<file path="src/rtl/instr_fetch_decode_pkg.sv">
// Shared definitions for the fetch/decode stage: FSM state codes, R-type opcode/funct
// values and the ALU control codes understood by the execute stage.
package instr_fetch_decode_pkg;

   localparam logic [2:0] ST_IDLE  = 3'd0;
   localparam logic [2:0] ST_FETCH = 3'd1;
   localparam logic [2:0] ST_WAIT  = 3'd2;
   localparam logic [2:0] ST_ISSUE = 3'd3;
   localparam logic [2:0] ST_HALT  = 3'd4;

   localparam logic [5:0] OP_RTYPE = 6'h00;
   localparam logic [5:0] OP_HALT  = 6'h3F;

   localparam logic [5:0] FUNCT_ADD = 6'h20;
   localparam logic [5:0] FUNCT_SUB = 6'h22;
   localparam logic [5:0] FUNCT_AND = 6'h24;
   localparam logic [5:0] FUNCT_OR  = 6'h25;
   localparam logic [5:0] FUNCT_SLT = 6'h2A;

   localparam logic [3:0] ALU_AND = 4'b0000;
   localparam logic [3:0] ALU_OR  = 4'b0001;
   localparam logic [3:0] ALU_ADD = 4'b0010;
   localparam logic [3:0] ALU_SUB = 4'b0110;
   localparam logic [3:0] ALU_SLT = 4'b0111;

   typedef struct packed {
      logic [4:0] rs;
      logic [4:0] rt;
      logic [4:0] rd;
      logic [3:0] alu_ctrl;
      logic       legal;
      logic       is_halt;
   } decode_t;

endpackage

</file>
<file path="src/rtl/instr_fetch_decode_r_type_decoder.sv">
// Combinational R-type decoder: splits the instruction word into register fields and
// maps funct to an ALU control code; flags HALT and words outside the supported set.
module instr_fetch_decode_r_type_decoder
   import instr_fetch_decode_pkg::*;
(
   input  logic [31:0] instr,
   output decode_t     dec
);

   logic [5:0] opcode;
   logic [5:0] funct;
   logic       funct_ok;
   logic [3:0] alu_code;
   logic       unused_shamt;

   assign opcode       = instr[31:26];
   assign funct        = instr[5:0];
   assign unused_shamt = ^instr[10:6];

   always_comb begin
      funct_ok = 1'b1;
      alu_code = ALU_AND;
      case (funct)
         FUNCT_ADD: alu_code = ALU_ADD;
         FUNCT_SUB: alu_code = ALU_SUB;
         FUNCT_AND: alu_code = ALU_AND;
         FUNCT_OR:  alu_code = ALU_OR;
         FUNCT_SLT: alu_code = ALU_SLT;
         default:   funct_ok = 1'b0;
      endcase
   end

   always_comb begin
      dec          = '0;
      dec.rs       = instr[25:21];
      dec.rt       = instr[20:16];
      dec.rd       = instr[15:11];
      dec.alu_ctrl = alu_code;
      dec.is_halt  = (opcode == OP_HALT);
      dec.legal    = (opcode == OP_RTYPE) && funct_ok;
   end

endmodule

</file>
<file path="src/rtl/instr_fetch_decode.sv">
// Fetch/decode stage: owns the PC, fetches one word at a time over imem req/valid,
// decodes it and hands R-type ops to execute; stops for good on HALT.
module instr_fetch_decode
   import instr_fetch_decode_pkg::*;
#(
   parameter int                ADDR_W   = 8,
   parameter logic [ADDR_W-1:0] RESET_PC = '0
) (
   input  logic              clk,
   input  logic              rst_n,
   input  logic              start,
   output logic              imem_req,
   output logic [ADDR_W-1:0] imem_addr,
   input  logic [31:0]       imem_rdata,
   input  logic              imem_valid,
   output logic              issue_valid,
   input  logic              issue_ready,
   output logic [4:0]        src_reg1,
   output logic [4:0]        src_reg2,
   output logic [4:0]        dest_reg,
   output logic [3:0]        alu_ctrl,
   output logic [ADDR_W-1:0] pc_out,
   output logic              illegal,
   output logic              halted,
   output logic [2:0]        state_dbg
);

   localparam logic [ADDR_W-1:0] PC_STEP = ADDR_W'(4);

   logic [2:0]        state;
   logic [2:0]        state_nx;
   logic [ADDR_W-1:0] pc;
   logic [ADDR_W-1:0] pc_nx;
   logic              capture;
   decode_t           dec;

   instr_fetch_decode_r_type_decoder u_dec (
      .instr (imem_rdata),
      .dec   (dec)
   );

   assign capture   = (state == ST_WAIT) && imem_valid;
   assign state_dbg = state;

   // Issue handshake: an op transfers on a cycle where issue_valid && issue_ready; until
   // then valid stays high and every issue field holds. Ready while not valid is ignored.
   always_comb begin
      state_nx = state;
      pc_nx    = pc;
      case (state)
         ST_IDLE:  if (start) state_nx = ST_FETCH;
         ST_FETCH: state_nx = ST_WAIT;
         ST_WAIT: begin
            if (imem_valid) begin
               if (dec.is_halt) begin
                  state_nx = ST_HALT;
               end else if (dec.legal) begin
                  state_nx = ST_ISSUE;
               end else begin
                  state_nx = ST_FETCH;
                  pc_nx    = pc + PC_STEP;
               end
            end
         end
         ST_ISSUE: begin
            if (issue_ready) begin
               state_nx = ST_FETCH;
               pc_nx    = pc + PC_STEP;
            end
         end
         ST_HALT:  state_nx = ST_HALT;
         default:  state_nx = ST_IDLE;
      endcase
   end

   always_ff @(posedge clk or negedge rst_n) begin
      if (!rst_n) begin
         state       <= ST_IDLE;
         pc          <= RESET_PC;
         imem_req    <= 1'b0;
         imem_addr   <= '0;
         issue_valid <= 1'b0;
         src_reg1    <= '0;
         src_reg2    <= '0;
         dest_reg    <= '0;
         alu_ctrl    <= '0;
         pc_out      <= '0;
         illegal     <= 1'b0;
         halted      <= 1'b0;
      end else begin
         state       <= state_nx;
         pc          <= pc_nx;
         // Request is raised on entry to FETCH, which always lasts exactly one cycle.
         imem_req    <= (state_nx == ST_FETCH);
         issue_valid <= (state_nx == ST_ISSUE);
         illegal     <= capture && !dec.is_halt && !dec.legal;
         halted      <= halted || (state_nx == ST_HALT);
         if (state_nx == ST_FETCH) begin
            imem_addr <= pc_nx;
         end
         if (capture && dec.legal && !dec.is_halt) begin
            src_reg1 <= dec.rs;
            src_reg2 <= dec.rt;
            dest_reg <= dec.rd;
            alu_ctrl <= dec.alu_ctrl;
            pc_out   <= pc;
         end
      end
   end

endmodule

</file>
<file path="config.mk">
export PLATFORM = sky130hd
export DESIGN_NAME = instr_fetch_decode
export DESIGN_NICKNAME = d
export VERILOG_FILES = /design/src/rtl/instr_fetch_decode_pkg.sv /design/src/rtl/instr_fetch_decode_r_type_decoder.sv /design/src/rtl/instr_fetch_decode.sv
export SDC_FILE = /design/constraint.sdc
export NUM_CORES = 1
export LEC_CHECK = 0
export ABC_CLOCK_PERIOD_IN_PS = 4200
export CORE_MARGIN = 8
export CORE_UTILIZATION = 30
export CTS_BUF_LIST = sky130_fd_sc_hd__clkbuf_8
export CTS_CLUSTER_DIAMETER = 30
export DETAILED_ROUTE_END_ITERATION = 8
export GPL_ROUTABILITY_DRIVEN = 0
export GPL_TIMING_DRIVEN = 0
export PLACE_DENSITY = 0.59
export SLEW_MARGIN = 20
export SYNTH_ARGS = -nofsm -noshare
export SYNTH_HDL_FRONTEND = slang
export SYNTH_SLANG_ARGS = --single-unit
</file>
<file path="constraint.sdc">
create_clock -name clk -period 4.2 [get_ports clk]
set_input_delay 1.26 -clock clk [delete_from_list [all_inputs] [get_ports clk]]
set_output_delay 1.26 -clock clk [all_outputs]
set_load 0.05 [all_outputs]
</file>
# After elaboration in Yosys (flattened, before gate mapping)
# Index checks and enable logic that the tools add are counted.
# totals
ramBits	0
memories	0
latch_bits	0
mem_bits_ro	0
reg_bits	50
out_inout_bits	42
elab_cells	51
# op_classes
order_cmp	0
n_eq_ne	13
mux	13
div_mod_pow	0
add_sub_neg	1
reduce_logical	12
n_bitwise	0
n_mul	0
shifts	0
# ops
cell	count
$eq 6x6->1 const B	6
$mux 8	4
$pmux 8 s2	1
$pmux 3 s5	1
$mux 3	4
$pmux 3 s4	1
$eq 3x2->1 const B	3
$add 8x3->8 const B	1
$eq 3x1->1 const B	2
$eq 3x3->1 const B	2
$logic_and 1x1->1	6
$logic_not 6->1	1
$reduce_or 5->1	1
$logic_not 3->1	1
$logic_not 1->1	2
$mux 2	1
$logic_or 1x1->1	1
$mux 1	1

# Depth between registers and ports, before layout
# logic_depth
ltp_word	10
mapped_depth	7

# Hierarchy
# A second synthesis with hierarchy kept.
# hier_totals
hier_cells	155
hier_area_um2	2035.7
# by_module_without_submodules
mod	area_per_inst_um2	cells_per_inst	n_inst	seq_area_each_um2
instr_fetch_decode	1806.7	122	1	1101.1
instr_fetch_decode_r_type_decoder	229.0	33	1	0.0

# Worst setup path before layout
# No wires, ideal clock.
# synth_timing
path_kind	input port to flip-flop
start	input imem_rdata[2]
end	register pc[3]
setup_ns	0.125
t_arrival_ns	2.438
required_ns	4.075
n_path_buf	0
setup_slack_ns	1.637
cell_stages	5
cell_sequence	nor2b_1 o211ai_1 o211ai_1 a21boi_2 mux2_2
# synth_via
elab_chain_cells	8
word_cells_on_any_way	12
classes_between	5 x eq/ne; 5 x mux; 2 x reduce/logical
# synth_lines
item	line_no	source
start: declaration	instr_fetch_decode.sv:14	input logic [31:0] imem_rdata,
$eq 6x6->1	instr_fetch_decode_r_type_decoder.sv:23	case (funct)
$reduce_or 5->1 (no line) *	n/a	
$mux 1 *	instr_fetch_decode_r_type_decoder.sv:23	
$logic_and 1x1->1 *	instr_fetch_decode_r_type_decoder.sv:40	dec.legal = (opcode == OP_RTYPE) && funct_ok;
$mux 8 *	instr_fetch_decode.sv:57	end else if (dec.legal) begin
$mux 8 *	instr_fetch_decode.sv:55	if (dec.is_halt) begin
$mux 8 *	instr_fetch_decode.sv:54	if (imem_valid) begin
$pmux 8 s2 *	instr_fetch_decode.sv:50	case (state)
net pc_nx[3]	instr_fetch_decode.sv:33	logic [ADDR_W-1:0] pc_nx;
end signal: assignment	instr_fetch_decode.sv:92	pc <= pc_nx;
end: declaration	instr_fetch_decode.sv:32	logic [ADDR_W-1:0] pc;
# Mark *: on every way through the listed nets, which the timed path passes. The rest lies on a longest branch.
# A chain may end at the register's enable or synchronous reset.

# Final worst setup path
# layout_timing
start	input imem_rdata[1]
end	register pc[3]
# Same word-level chain as after synthesis.

==> flow_metrics.tcl <==
set metrics [dict create \
    ir_worst_vdd_mv 0.117 \
    ys_seq_area_share_pct 54.0 \
    synth_top_family_by_area "multiplexers" \
    slew_headroom_pct 64.6 \
    clk_latency_ps 290 \
    cts.clk_slew.worst_paths_ps 80 \
    reg.largest.list "imem_addr (6), pc (6), pc_out (6)" \
    fin_tns_setup_ps 0 \
    viasPerCell 4.55 \
    cap_violations 0 \
    crit_path_end_kind "flip-flop" \
    stdcell_area_um2 2880 \
    post-route-drc-count 0 \
    synthAdderAreaFrac_pct 0.628 \
    period_share_pct 70.7 \
    antenna_cells 0 \
    die_w_um 97.5 \
    cp.arrival_ps 3150 \
    rsz0062_at_grt "false" \
    worst_slew_pin_slew_ps 529 \
    report.final.slew_viol_count 0 \
    dpl_cell_area_um2 2800 \
    pwr_density_cell_nw_per_um2 258 \
    post_drt_wl_per_cell_um 14.4 \
    clock-skew-final_ps 2.53 \
    numCtsBuffers 5 \
    netlist_area_um2 1990 \
    htree_levels 2 \
    drive_gt1_share_pct 20.7 \
    fin_crit_ps 2970 \
    ys.flop_type "dfrtp_1" \
    setup-violations-final 0 \
    dieArea_um2 9500 \
    yosys.area_share.simple_pct 14.5 \
    area_growth_syn_to_layout_pct 44.6 \
    synth_compound_area_share_pct 8.29 \
    finalNetCount 278 \
    worstPathMaxFanout 8 \
    hold_viol 0 \
    cts_tree "built" \
    cts_buffer_depth 2 \
    ys_top_cells_by_count "dfrtp_1 (43), mux2_4 (15), nand2_1 (15), mux2_2 (9), nor2_1 (9)" \
    cp.required_ps 4380 \
    power.leakage_nw 1.32 \
    grt_max_degree 25 \
    drt.antenna.violating_nets 0 \
    grt-ovfl-total 0 \
    synthMuxAreaShare_pct 16.4 \
    vias 1446 \
    synth.most_common_cell "dfrtp_1" \
    dp_slack_ps 904 \
    min_path_type "flip-flop to flip-flop" \
    cts_setup_buffers 0 \
    crit_type "input port to flip-flop" \
    synthDistinctLibCells 38 \
    root_buffer "clkbuf_8" \
    clock.fmax_mhz 337 \
    cts.sinks 43 \
    num_rows 29 \
    routed_wl_mm 4.59 \
    grt.total_usage_pct 9.77 \
    synth_edf_count 0 \
    rr_startpoint "state_dbg[2]" \
    yosysWarnings 0 \
    ys_top_cells_by_area "dfrtp_1 (54%), mux2_4 (11%), mux2_2 (5.1%)" \
    drtIter0Drc 29 \
    syn_avg_cell_area_um2 12.4 \
    hp-start "halted" \
    dpl.hpwl_mm 3.55 \
    post_cts_resized 0 \
    ys_async_sr_fraction_pct 100 \
    antenna_found_initial 0 \
    grt_pass1_wl_mm 7.65 \
    initial_core_util_pct 31.2 \
    synthCells 160 \
    die_y_um 97.5 \
    yosys_register_bits 43 \
    grt_pass1_vias 1560 \
    io_pins 79 \
    timing.final.ws_setup_ps 1230 \
    startpoint_type "input port" \
    startpoint "imem_rdata[1]" \
    status "complete, no violations" \
    drt_first_pass_iters 4 \
    io_buffers 68 \
    synth_xor_area_share_pct 2.20 \
    ctsHoldBuffers 0 \
    core_um2 6390 \
    yosysTopAreaCellShare_pct 54.0 \
    yosysTopAreaCell "dfrtp_1" \
]
[worst paths after layout]
kind                                 to  depth (start not counted)  slack, ps
hold / removal                   halted                          1        470
setup reg to reg           imem_addr[7]                          6       2360
hold reg to reg                  halted                          1        470
min in group asynchronous     pc_out[4]                          1        910
max in group asynchronous   dest_reg[2]                          2       2800
setup / recovery                  pc[3]                          6       1230
[logic make-up (layout without fill, tap and decap cells)]
kind of cell | Yosys count | in the layout
XOR/XNOR | 5 | 5
buffers and inverters | 9 | 86
other | 1 | 5
multiplexers | 24 | 24
AND/OR/NAND/NOR | 52 | 52
adder cells (fa/ha/maj) | 1 | 1
flip-flops | 43 | 43
AO/OA/AOI/OAI | 25 | 25
[final cells by class]
cell class / instances / area (µm²)
multi-input combinational: 112 / 856
clock inverter: 3 / 12.5
tap: 77 / 96.3
sequential: 43 / 1080
timing repair buffer: 69 / 696
buffer: 9 / 75.1
fill: 601 / 3510
clock buffer: 5 / 68.8
[cells in the final DEF, fill, tap and decap left out, types with 3 or more instances in the layout]
cell type,n
a21oi_1,7
buf_4,5
buf_6,3
clkbuf_8,5
clkdlybuf4s50_1,67
conb_1,5
dfrtp_1,43
mux2_2,9
mux2_4,15
nand2_1,15
nand3_1,4
nor2_1,9
nor2b_1,3
nor3_1,3
o21a_1,3
o21ai_0,6
or2_2,3
xor2_1,3
[through the flow]
stage	total power, mW	util [%]	hold slack (ps)	cells
6_report	0.744	45.1	472	318
5_1_grt	0.777	45.1	487	318
4_1_cts	0.758	45.1	473	318
3_5_place_dp	0.503	43.8	453	310
3_3_place_gp	0.501	43.6	455	309
2_1_floorplan	0.456	-	453	164
[where the power goes]
part | switching [mW] | internal (mW) | leakage, nW
Combinational | 0.0374 | 0.0385 | 0.699
Sequential | 0.00181 | 0.416 | 0.569
Clock | 0.138 | 0.112 | 0.0505
Total | 0.178 | 0.567 | 1.32
[worst max-delay path: stages]
cell	delay (ps)
clkdlybuf4s50_1	540
nor2b_1	70
o211ai_1	300
o211ai_1	220
a21boi_2	380
mux2_2	380
[routing by layer]
metal  track usage (%)  wire, µm  share of wire, %  vias up
met3              5.76       502                11        5
met4              2.80        49               1.1        0
met2              15.2      2000                44       58
met1              11.0      2040                44      675
met5                 0         0                 0        -
li1                  -         -                 -      708
No activity file was read; power rests on OpenSTA's default activity.
